<file path="src/rtl/keypad_timer_loader.sv">
// Keypad digit loader: debounces encoder presses and shifts accepted decimal
// digits right-to-left into a four-digit BCD MM:SS register.
module keypad_timer_loader #(
   parameter int DEBOUNCE_CYCLES = 4
) (
   input  logic       clock,
   input  logic       reset,
   input  logic [3:0] D,
   input  logic       valid,
   input  logic       entry_en,
   input  logic       clear,
   output logic [3:0] min_tens,
   output logic [3:0] min_ones,
   output logic [3:0] sec_tens,
   output logic [3:0] sec_ones,
   output logic       digit_loaded,
   output logic       is_zero
);

   localparam int CW = $clog2(DEBOUNCE_CYCLES + 1) + 1;
   localparam logic [CW-1:0] LAST = CW'((DEBOUNCE_CYCLES > 1) ? DEBOUNCE_CYCLES - 1 : 0);

   typedef enum logic [1:0] {IDLE, PRESS_DB, HELD, RELEASE_DB} state_t;

   state_t        state, state_nx;
   logic [CW-1:0] cnt, cnt_nx, cnt_inc;
   logic [3:0]    code, code_nx;
   logic          accept;
   logic          store;

   assign cnt_inc = cnt + CW'(1);

   always_ff @(posedge clock) begin
      if (reset) begin
         state <= IDLE;
         cnt   <= '0;
         code  <= '0;
      end else begin
         state <= state_nx;
         cnt   <= cnt_nx;
         code  <= code_nx;
      end
   end

   // The counter "reaching" LAST is judged on its incremented value, so a key
   // stable from cycle 0 pulses digit_loaded in cycle DEBOUNCE_CYCLES.
   always_comb begin
      state_nx = state;
      cnt_nx   = cnt;
      code_nx  = code;
      accept   = 1'b0;
      case (state)
         IDLE: begin
            if (valid) begin
               code_nx  = D;
               cnt_nx   = '0;
               state_nx = PRESS_DB;
            end
         end
         PRESS_DB: begin
            if (!valid) begin
               state_nx = IDLE;
            end else if (D != code) begin
               code_nx = D;
               cnt_nx  = '0;
            end else if (cnt_inc >= LAST) begin
               accept   = 1'b1;
               cnt_nx   = '0;
               state_nx = HELD;
            end else begin
               cnt_nx = cnt_inc;
            end
         end
         HELD: begin
            if (!valid) begin
               cnt_nx   = '0;
               state_nx = RELEASE_DB;
            end
         end
         RELEASE_DB: begin
            if (valid) begin
               state_nx = HELD;
            end else if (cnt_inc >= LAST) begin
               cnt_nx   = '0;
               state_nx = IDLE;
            end else begin
               cnt_nx = cnt_inc;
            end
         end
         default: state_nx = IDLE;
      endcase
   end

   assign store = accept && entry_en && (code <= 4'd9);

   // clear has priority over a simultaneous accepted digit
   always_ff @(posedge clock) begin
      if (reset) begin
         min_tens     <= '0;
         min_ones     <= '0;
         sec_tens     <= '0;
         sec_ones     <= '0;
         digit_loaded <= 1'b0;
      end else begin
         digit_loaded <= 1'b0;
         if (clear) begin
            min_tens <= '0;
            min_ones <= '0;
            sec_tens <= '0;
            sec_ones <= '0;
         end else if (store) begin
            min_tens     <= min_ones;
            min_ones     <= sec_tens;
            sec_tens     <= sec_ones;
            sec_ones     <= code;
            digit_loaded <= 1'b1;
         end
      end
   end

   assign is_zero = (min_tens == 4'd0) && (min_ones == 4'd0) &&
                    (sec_tens == 4'd0) && (sec_ones == 4'd0);

endmodule

</file>
<file path="config.mk">
export PLATFORM = sky130hd
export DESIGN_NAME = keypad_timer_loader
export DESIGN_NICKNAME = d
export VERILOG_FILES = /design/src/rtl/keypad_timer_loader.sv
export SDC_FILE = /design/constraint.sdc
export NUM_CORES = 1
export LEC_CHECK = 0
export ABC_AREA = 1
export BUFFER_PORTS_ARGS = -buffer_cell sky130_fd_sc_hd__buf_2
export CAP_MARGIN = 0
export CORE_AREA = 2 2 53 55
export CTS_CLUSTER_DIAMETER = 120
export DETAILED_ROUTE_END_ITERATION = 16
export DIE_AREA = 0 0 55 57
export PLACE_DENSITY = 0.85
export SETUP_SLACK_MARGIN = 0.02
export SYNTH_ARGS = -nofsm -noshare
export SYNTH_HDL_FRONTEND = slang
export SYNTH_SLANG_ARGS = --single-unit
</file>
<file path="constraint.sdc">
create_clock -name clock -period 1.75 [get_ports clock]
set_input_delay 0.175 -clock clock [delete_from_list [all_inputs] [get_ports clock]]
set_output_delay 0.175 -clock clock [all_outputs]
set_load 0.005 [all_outputs]
</file>
# Word-level counts from Yosys, hierarchy flattened
# Cells that the tools add are included.
# word_totals
ram_bits	0
mem_bits_ro	0
in_bits	9
latch_bits	0
regBits	27
out_inout_bits	18
n_memories	0
# op_classes
bitwise	0
n_addsub	1
div_mod_pow	0
muxes	24
order_cmp	2
eq_ne	12
n_reduce_logical	15
shifts	0
n_mul	0
# ops
operator	n
4-bit two-way mux	9
4-bit logical NOT	4
4-bit one-hot mux with 4 select lines	1
2-bit two-way mux	7
2-bit != test, second input constant	5
3-bit != test, second input constant	3
2-bit one-hot mux with 4 select lines	1
4-bit one-hot mux with 2 select lines	1
4-bit AND reduction	2
1-bit logical AND	5
1-bit two-way mux	5
5-bit AND reduction	1
4-bit by 1-bit adder with 4-bit output, second input constant	1
2-bit equality test, second input constant	2
4-bit by 2-bit greater-or-equal comparator with 1-bit output, second input constant	1
4-bit <= comparator, second input constant	1
4-bit != test	1
2-bit by 1-bit equality test with 1-bit output, second input constant	1
2-bit logical NOT	1
2-bit nonzero test	1
2-bit OR reduction	1

# Depth between registers and ports, before layout
# Gate-level depths: netlist of run 1.
# logic_depth
depth_word	9
mapped_depth	12
mapped_depth_nobuf	12

# Least setup slack after synthesis of run 1
# No wires, ideal clock.
# synth_path
path_kind	register to register
start	reg cnt[0]
end	reg sec_ones[3]
slack_ps	373
stages_incl_launch_ff	9
required_time_ps	1633
t_arrival_ps	1260
setup_time_ps	117
path_buffers	1
cell_sequence	dfxtp_1 ha_1 nor2_1 nor2_2 nand2_2 nand4_4 buf_6 o21ai_1 a21oi_1
# synth_between
elab_chain_len	8
# synth_lines
item	line	text
start, declared	26	logic [CW-1:0] cnt, cnt_nx, cnt_inc;
start signal, assigned	40	cnt <= cnt_nx;
4-bit by 1-bit adder with 4-bit output	31	assign cnt_inc = cnt + CW'(1);
4-bit by 2-bit greater-or-equal comparator with 1-bit output	66	end else if (cnt_inc >= LAST) begin
1-bit two-way mux	66	
1-bit two-way mux	63	end else if (D != code) begin
1-bit two-way mux	61	if (!valid) begin
1-bit two-way mux	52	case (state)
1-bit logical AND (2 in series)	94	assign store = accept && entry_en && (code <= 4'd9);
end signal, assigned	115	sec_ones <= code;
end, declared	15	output logic [3:0] sec_ones,
# Every way passes these cells.
# A chain may end at the register's enable or synchronous reset.

# Worst setup path in the final report of run 1
# layout_path
start	reg cnt[0]
end	reg min_tens[0]
# layout_between
elab_chain_len	8
# layout_lines
item	line	text
4-bit by 1-bit adder with 4-bit output	31	
4-bit by 2-bit greater-or-equal comparator with 1-bit output	66	
1-bit two-way mux	66	
1-bit two-way mux	63	
1-bit two-way mux	61	
1-bit two-way mux	52	
1-bit logical AND (2 in series)	94	
end signal, assigned	112	min_tens <= min_ones;
end, declared	12	output logic [3:0] min_tens,
# Every way passes these cells.

==> results of run 1 <==
[cell usage in the layout (no fill, tap or decap), drive strengths merged]
master,synthesis,routed
o21ai,23,23
nand4,8,8
nor3,3,3
nand2,23,23
and3,1,1
a21oi,20,20
nor4,1,1
ha,3,3
dfxtp,27,27
buf,4,29
inv,32,32
clkbuf,0,4
nor2,17,17
xnor2,3,3
nand3,5,5
[per-stage QoR]
stage / std cells / hold WS (ns) / setup slack [ns] / instance area (um^2)
2_1_floorplan: 170 / 0.244 / 0.373 / 1290
3_3_place_gp: 226 / 0.379 / 0.255 / 1440
3_5_place_dp: 226 / 0.379 / 0.133 / 1440
4_1_cts: 230 / 0.0284 / 0.104 / 1470
5_1_grt: 230 / 0.0238 / 0.0347 / 1470
6_report: 230 / 0.0358 / 0.176 / 1470
[sequential cells by signal, indices dropped and copies added (netlist names), named ones only]
signal        count
cnt               4
code              4
digit_loaded      1
min_ones          4
min_tens          4
sec_ones          4
sec_tens          4
state             1
[cell families (layout without fill, tap and decap cells)]
family / count (synthesis) / in the layout / share of synthesized area [%]
AO/OA/AOI/OAI: 43 / 43 / 17.9
buffers and inverters: 36 / 65 / 12.3
adder cells (fa/ha/maj): 3 / 3 / 2.91
flip-flops: 27 / 27 / 41.9
XOR/XNOR: 3 / 3 / 2.62
AND/OR/NAND/NOR: 58 / 58 / 22.3
[worst reg2reg max path, stage by stage, from the launching register on]
cell	delay, ns
dfxtp_2	0.40
inv_1	0.05
ha_1	0.18
inv_1	0.05
nand2_1	0.05
nor2_2	0.09
nand2_2	0.11
nand4_4	0.12
buf_4	0.23
o21ai_1	0.08
a21oi_1	0.15
[cell type report]
type / count / area [um^2]
clock buffers: 4 / 26.3
fillers: 262 / 1150
inverters: 32 / 120
well taps: 31 / 38.8
flip-flops and latches: 27 / 542
repair buffers: 29 / 153
multi-input cells: 107 / 589
[layer usage]
metal | vias up | GRT usage (%) | share of wire, %
met1 | 516 | 20.3 | 46
met4 | 0 | 4.18 | 0.98
met5 | - | 0 | 0
met2 | 17 | 28.7 | 49
li1 | 610 | - | -
met3 | 2 | 4.45 | 3.9
[power groups by stage]
stage | Clock [mW] | Sequential, mW | Combinational, mW
6_report | 0.257 | 0.667 | 0.202
5_1_grt | 0.288 | 0.671 | 0.233
4_1_cts | 0.270 | 0.667 | 0.202
3_5_place_dp | 0 | 0.681 | 0.200
3_3_place_gp | 0 | 0.681 | 0.195
2_1_floorplan | 0 | 0.674 | 0.158
[worst min-delay path by stage]
stage	slack, ns	start	endpoint
global placement	0.38	clear	digit_loaded$_SDFF_PP0_
global route	0.02	clear	digit_loaded$_SDFF_PP0_
floorplan	0.24	clear	digit_loaded$_SDFF_PP0_
detailed placement	0.38	clear	digit_loaded$_SDFF_PP0_
CTS	0.03	clear	digit_loaded$_SDFF_PP0_
finish	0.04	clear	digit_loaded$_SDFF_PP0_
==> summary.txt, run 1 <==
dpl hpwl -> 1850 um
CP top delay family -> flip-flops
Rows -> 19
most used cell, CP -> inv_1
total CTS buffers -> 3
R2R depth -> 10
clk sink count -> 27
Power Dens Cells -> 766 nW/um^2
diodes inserted -> 0
Setup-failing EPs final -> 0
hold depth -> 2
Max Cap Violations -> 0
Slew Limit Headroom -> 77.9%
Top Ports -> 27
Clock transition at path regs -> 0.14 ns
HP Class -> primary input to flip-flop
dominant cell type by area after synthesis -> dfxtp_1
sw power -> 0.321 mW
setup_tns -> 0 ns
Synth Net Count -> 182
Mapped Cells -> 170
most frequent cells after synthesis -> inv_1 (30), dfxtp_1 (27), nand2_1 (21)
Critical Path Fanout Max -> 18
CP bufs+invs -> 3
Sw Ratio -> 28.5%
NumNets Final -> 212
Critical Path Start -> cnt[0]$_SDFFE_PP0P_
H-tree levels -> 1
postcts setup bufs -> 0
Logic pwr share -> 17.9%
clk root buf -> clkbuf_4
gr usage total -> 16.7%
Area contributors post-synth -> dfxtp_1 (42%), inv_1 (8.7%), a21oi_1 (7.4%)
die width -> 55 um
Yosys Warn Count -> 0
wire per inst -> 10.2 um
ys flop type -> dfxtp_1
Pleak -> 0.673 nW
largest net degree at the start of global routing -> 19
clock latency on the worst-skew pair -> 0.32 ns
CTS resizes -> 0
VDD IR max -> 0.741 mV
CP max stage delay -> 0.40 ns
CTS tree -> yes
Routed Antenna Nets -> 0
CP arrival -> 1.83 ns
Initial Util -> 49.3%
Util after Layout -> 56.2%
CP Depth -> 10
Area Overhead vs Synth -> 14.0%
GP Congestion -> 0.792
Slew Viols, Final -> 0
Post-synth EDFFs -> 0
cts hold-fix bufs -> 0
crit path time final -> 1.57 ns
Internal Pwr Total -> 0.805 mW
Worst Skew -> 0.00991 ns
Pre-Repair DR Iteration Count -> 4
Yosys reg bits -> 27
Worst EP required -> 2.00 ns
# port buffers -> 26
Via Count -> 1,145
chip height -> 57 um
post-synthesis cell type count -> 25
RSZ-0062 raised after global routing -> false
r2r endpoint -> min_tens[0]$_SDFFE_PP0P_
critical path capture point type -> flip-flop
vias in the first global route -> 988
maximum clock rate -> 635 MHz
status -> finished clean
Clock power frac -> 22.8%
DRC viols -> 0
count leader, synth -> inv_1
Synth top area share -> 41.9%
cell breakdown of the critical path -> inv_1 -> ha_1 -> inv_1 -> nand2_1 -> nor2_2 -> nand2_2 -> nand4_4 -> buf_4 -> o21ai_1 -> a21oi_1
vias per cell -> 4.98
final hold violation count -> 0
GRT overflow -> 0
slowest cell on the critical path -> dfxtp_2
WL final -> 2350 um
initial antenna violation count -> 0
first-pass GRT wire length -> 3910 um
deepest clock path buffer count -> 2
Final Cycle Share -> 90.0%
Syn Area/Cell -> 7.58 um^2
share of flip-flops with an asynchronous set or reset -> 0%
overall power -> 1.13 mW
layout cells sized above 1 -> 23.1%
critical path type -> flip-flop to flip-flop
worst-margin pin slew -> 0.328 ns
Iter 0 DRT Violations -> 25
Core Region -> 2620 um^2
register area share after synthesis -> 41.9%
r2r startpoint -> cnt[0]$_SDFFE_PP0P_
CP Capture Point -> min_tens[0]$_SDFFE_PP0P_
Worst setup SP type -> flip-flop
Sequential Power Share -> 59.3%
R2R setup slack -> 0.18 ns
Netlist Area Pre-Place -> 1290 um^2
die area -> 3140 um^2
(Power assumes the default switching activity.)
==> inputs of run 2 (changes only) <==
==> config.mk (replaced) <==
export PLATFORM = sky130hd
export DESIGN_NAME = keypad_timer_loader
export DESIGN_NICKNAME = d
export VERILOG_FILES = /design/src/rtl/keypad_timer_loader.sv
export SDC_FILE = /design/constraint.sdc
export NUM_CORES = 1
export LEC_CHECK = 0
export ABC_AREA = 0
export BUFFER_PORTS_ARGS = -buffer_cell sky130_fd_sc_hd__buf_2
export CAP_MARGIN = 0
export CORE_AREA = 2 2 51 53
export CTS_CLUSTER_DIAMETER = 120
export DETAILED_ROUTE_END_ITERATION = 16
export DIE_AREA = 0 0 53 55
export PLACE_DENSITY = 0.86
export SETUP_SLACK_MARGIN = 0.2
export SYNTH_ARGS = -nofsm -noshare
export SYNTH_HDL_FRONTEND = slang
export SYNTH_SLANG_ARGS = --single-unit
==> run 2 against run 1 <==
Against the previous run: the flow now finishes with violations (setup timing); synthesized cell count fell by 28%; first-iteration DRC count is 56% lower; global-route usage rose by 1.9 points; clock skew increased by 0.0028 ns; setup slack got worse by 0.21 ns; worst hold slack better by 0.071 ns; final cell count fell by 19%; flip-flop and latch count did not move; die area shrank 7.0%; power is 14% lower; utilization rose by 9.9 points; critical endpoint is now sec_tens[0]$_SDFFE_PP0P_; largest cell class unchanged; largest power group unchanged.
==> summary.txt, run 2 <==
vias per cell -> 5.45 (+9.4%)
Power Dens Cells -> 617 nW/um^2 (-19%)
Initial Util -> 50.5% (+1.2 points)
Worst EP required -> 2.00 ns (about the same)
deepest clock path buffer count -> 2 (unchanged)
Mapped Cells -> 122 (-28%)
cts hold-fix bufs -> 0 (unchanged)
post-synthesis compound-gate area fraction -> 7.12% (-11 points)
xor-xnor portion of the synthesized cell area -> 2.93% (+0.31 points)
chip height -> 55 um (-3.5%)
r2r startpoint -> code[2]$_SDFFE_PP0P_
Core Region -> 2360 um^2 (-9.6%)
Via Count -> 1,013 (-12%)
CTS tree -> yes
VDD IR max -> 0.694 mV (-6.4%)
most frequent cells in the layout -> buf_2 (26), nand2_1 (24), dfxtp_1 (24)
dpl hpwl -> 1870 um (+0.98%)
most frequent cells after synthesis -> dfxtp_1 (27), nand2_1 (24), mux2i_1 (20)
RSZ-0062 raised after global routing -> true
violated checks -> setup timing
Min Hold Slack -> 0.106 ns (+0.0707 ns)
CP top delay family -> simple AND/OR/NAND/NOR gates
cell breakdown of the critical path -> xor2_2 -> nor4_4 -> nor4b_4 -> clkbuf_16 -> mux2i_1
met1 Use GR -> 21.3% (+1.0 points)
WL final -> 2680 um (+14%)
register area share after synthesis -> 45.2% (+3.3 points)
DRC viols -> 0 (unchanged)
overall power -> 0.964 mW (-14%)
ys flop type -> dfxtp_1
Critical Path Fanout Max -> 8 (-10)
Pre-Repair DR Iteration Count -> 5 (+1)
Rows -> 18 (-1)
wire per inst -> 14.4 um (+41%)
Synth Net Count -> 134 (-26%)
Global Route met2 Usage -> 34.0% (+5.2 points)
Setup-failing EPs final -> 10 (+10)
NumNets Final -> 169 (-20%)
maximum clock rate -> 559 MHz (-12%)
Hold Crit Start -> D[3]
Area Overhead vs Synth -> 30.7%
layout cells sized above 1 -> 35.9% (+13 points)
critical path capture point type -> flip-flop
commonest non-fill, non-tap cell in the layout -> buf_2
Syn Area/Cell -> 9.79 um^2 (+29%)
slowest cell on the critical path -> dfxtp_4
vias in the first global route -> 907 (-8.2%)
Synth top area share -> 45.2% (+3.3 points)
crit path time final -> 1.79 ns (+0.215 ns)
post-route cell area -> 1560 um^2 (+6.3%)
clk sink count -> 27 (unchanged)
Pleak -> 0.634 nW (-5.8%)
GRT overflow -> 0 (unchanged)
Critical Path Start -> code[2]$_SDFFE_PP0P_
area of the multi-input gates -> 696 um^2 (+18%)
Yosys Warn Count -> 0 (unchanged)
main combinational cell family by area after synthesis -> simple AND/OR/NAND/NOR gates
GRT busiest layer -> met2
count leader, synth -> dfxtp_1
Worst Skew -> 0.0127 ns (+0.00276 ns)
Routed Antenna Nets -> 0 (unchanged)
Iter 0 DRT Violations -> 11 (-56%)
Final Cycle Share -> 102% (+12 points)
DP Area -> 1410 um^2 (-2.4%)
CP arrival -> 2.04 ns (+0.21 ns)
Post-Synth Simple-Gate Area -> 20.4% (-1.9 points)
Netlist Area Pre-Place -> 1190 um^2 (-7.3%)
Clock transition at path regs -> 0.14 ns (about the same)
CP bufs+invs -> 1 (-2)
HP Class -> primary input to flip-flop
grt met3 use -> 3.49% (-0.96 points)
Worst setup SP type -> flip-flop
Max Cap Violations -> 0 (unchanged)
GP Congestion -> 0.905 (+14%)
die width -> 53 um (-3.6%)
clock latency on the worst-skew pair -> 0.32 ns (about the same)
largest net degree at the start of global routing -> 22 (+3)
diodes inserted -> 0 (unchanged)
# port buffers -> 26 (unchanged)
share of flip-flops with an asynchronous set or reset -> 0% (unchanged)
gr usage total -> 18.6% (+1.9 points)
fill cell count -> 199 (-24%)
initial antenna violation count -> 0 (unchanged)
dominant cell type by area after synthesis -> dfxtp_1
Post-synth EDFFs -> 0 (unchanged)
Sequential Area -> 552 um^2 (+1.8%)
final worst slack -> -0.0390 ns (-0.215 ns)
CP max stage delay -> 0.39 ns (about the same)
die area -> 2920 um^2 (-7.0%)
first-pass GRT wire length -> 3880 um (-0.72%)
total CTS buffers -> 3 (unchanged)
clk root buf -> clkbuf_4
post-synthesis cell type count -> 27 (+8.0%)
mux cell area share after synthesis -> 16.8% (+17 points)
Slew Viols, Final -> 0 (unchanged)
status -> finished with violations
Top Ports -> 27 (unchanged)
Util after Layout -> 66.0% (+9.9 points)
Area contributors post-synth -> dfxtp_1 (45%), mux2i_1 (17%), nand2_1 (7.5%)
critical path type -> flip-flop to flip-flop
Slew Limit Headroom -> 71.0% (-6.9 points)
final hold violation count -> 0 (unchanged)
worst-margin pin slew -> 0.435 ns (+0.107 ns)
adder-cell share of the synthesized area -> 3.14% (+0.23 points)
Yosys reg bits -> 27 (unchanged)
H-tree levels -> 1 (unchanged)
-- run 2: worst min-delay path, cell delays in order --
cell and delay, ns:
buf_2 0.10, mux2i_1 0.06, nor2_1 0.07
-- run 2: repair_timing --
item	in CTS	in global routing
setup buffers	2	2
resized for setup	6	14
cloned	0	1
endpoints found under the setup margin	26	25
pin swaps	2	6
-- run 2: per-stage QoR --
step                      TNS (ns)  setup WS, ns  cells
after global routing         -1.44        -0.108    186
after CTS                  -0.0351       -0.0243    183
after detailed placement         0        0.0115    177
final                       -0.202       -0.0390    186
after global placement           0        0.0747    177
after floorplan                  0        0.0263    122
-- run 2: final cells by class --
type                    count  area share [%]
clock buffers               4            1.68
inverters                   5            1.20
multi-input cells          85            44.6
flip-flops and latches     27            35.3
well taps                  30            2.40
repair buffers             35            14.8
-- run 2: cell families after synthesis --
| kind of cell | Yosys count |
|---|---|
| simple gates | 47 |
| flops | 27 |
| mux | 20 |
| compound gates | 11 |
| buf+inv | 10 |
| xor+xnor | 4 |
| fa+ha+maj | 3 |
-- run 2: path summary, 6_finish.rpt --
path         cells after the start                        to  slack [ns]
max reg2reg                      5  sec_tens[0]$_SDFFE_PP0P_       -0.04
min                              3      code[3]$_SDFFE_PP0P_        0.11
min reg2reg                      2  min_tens[0]$_SDFFE_PP0P_        0.49
max                              5  sec_tens[0]$_SDFFE_PP0P_       -0.04
-- run 2: layer usage --
metal | wire [um] | vias to the layer above | part of all wire (%)
li1 | - | 487 | -
met1 | 1090 | 490 | 41
met2 | 1450 | 30 | 54
met5 | 0 | - | 0
met3 | 109 | 6 | 4.1
met4 | 32 | 0 | 1.2
-- run 2: where the power goes --
part	switching [mW]	leakage, nW	internal [mW]
Clock	0.174	0.0150	0.0892
Combinational	0.0427	0.398	0.0303
Sequential	0.00862	0.221	0.619
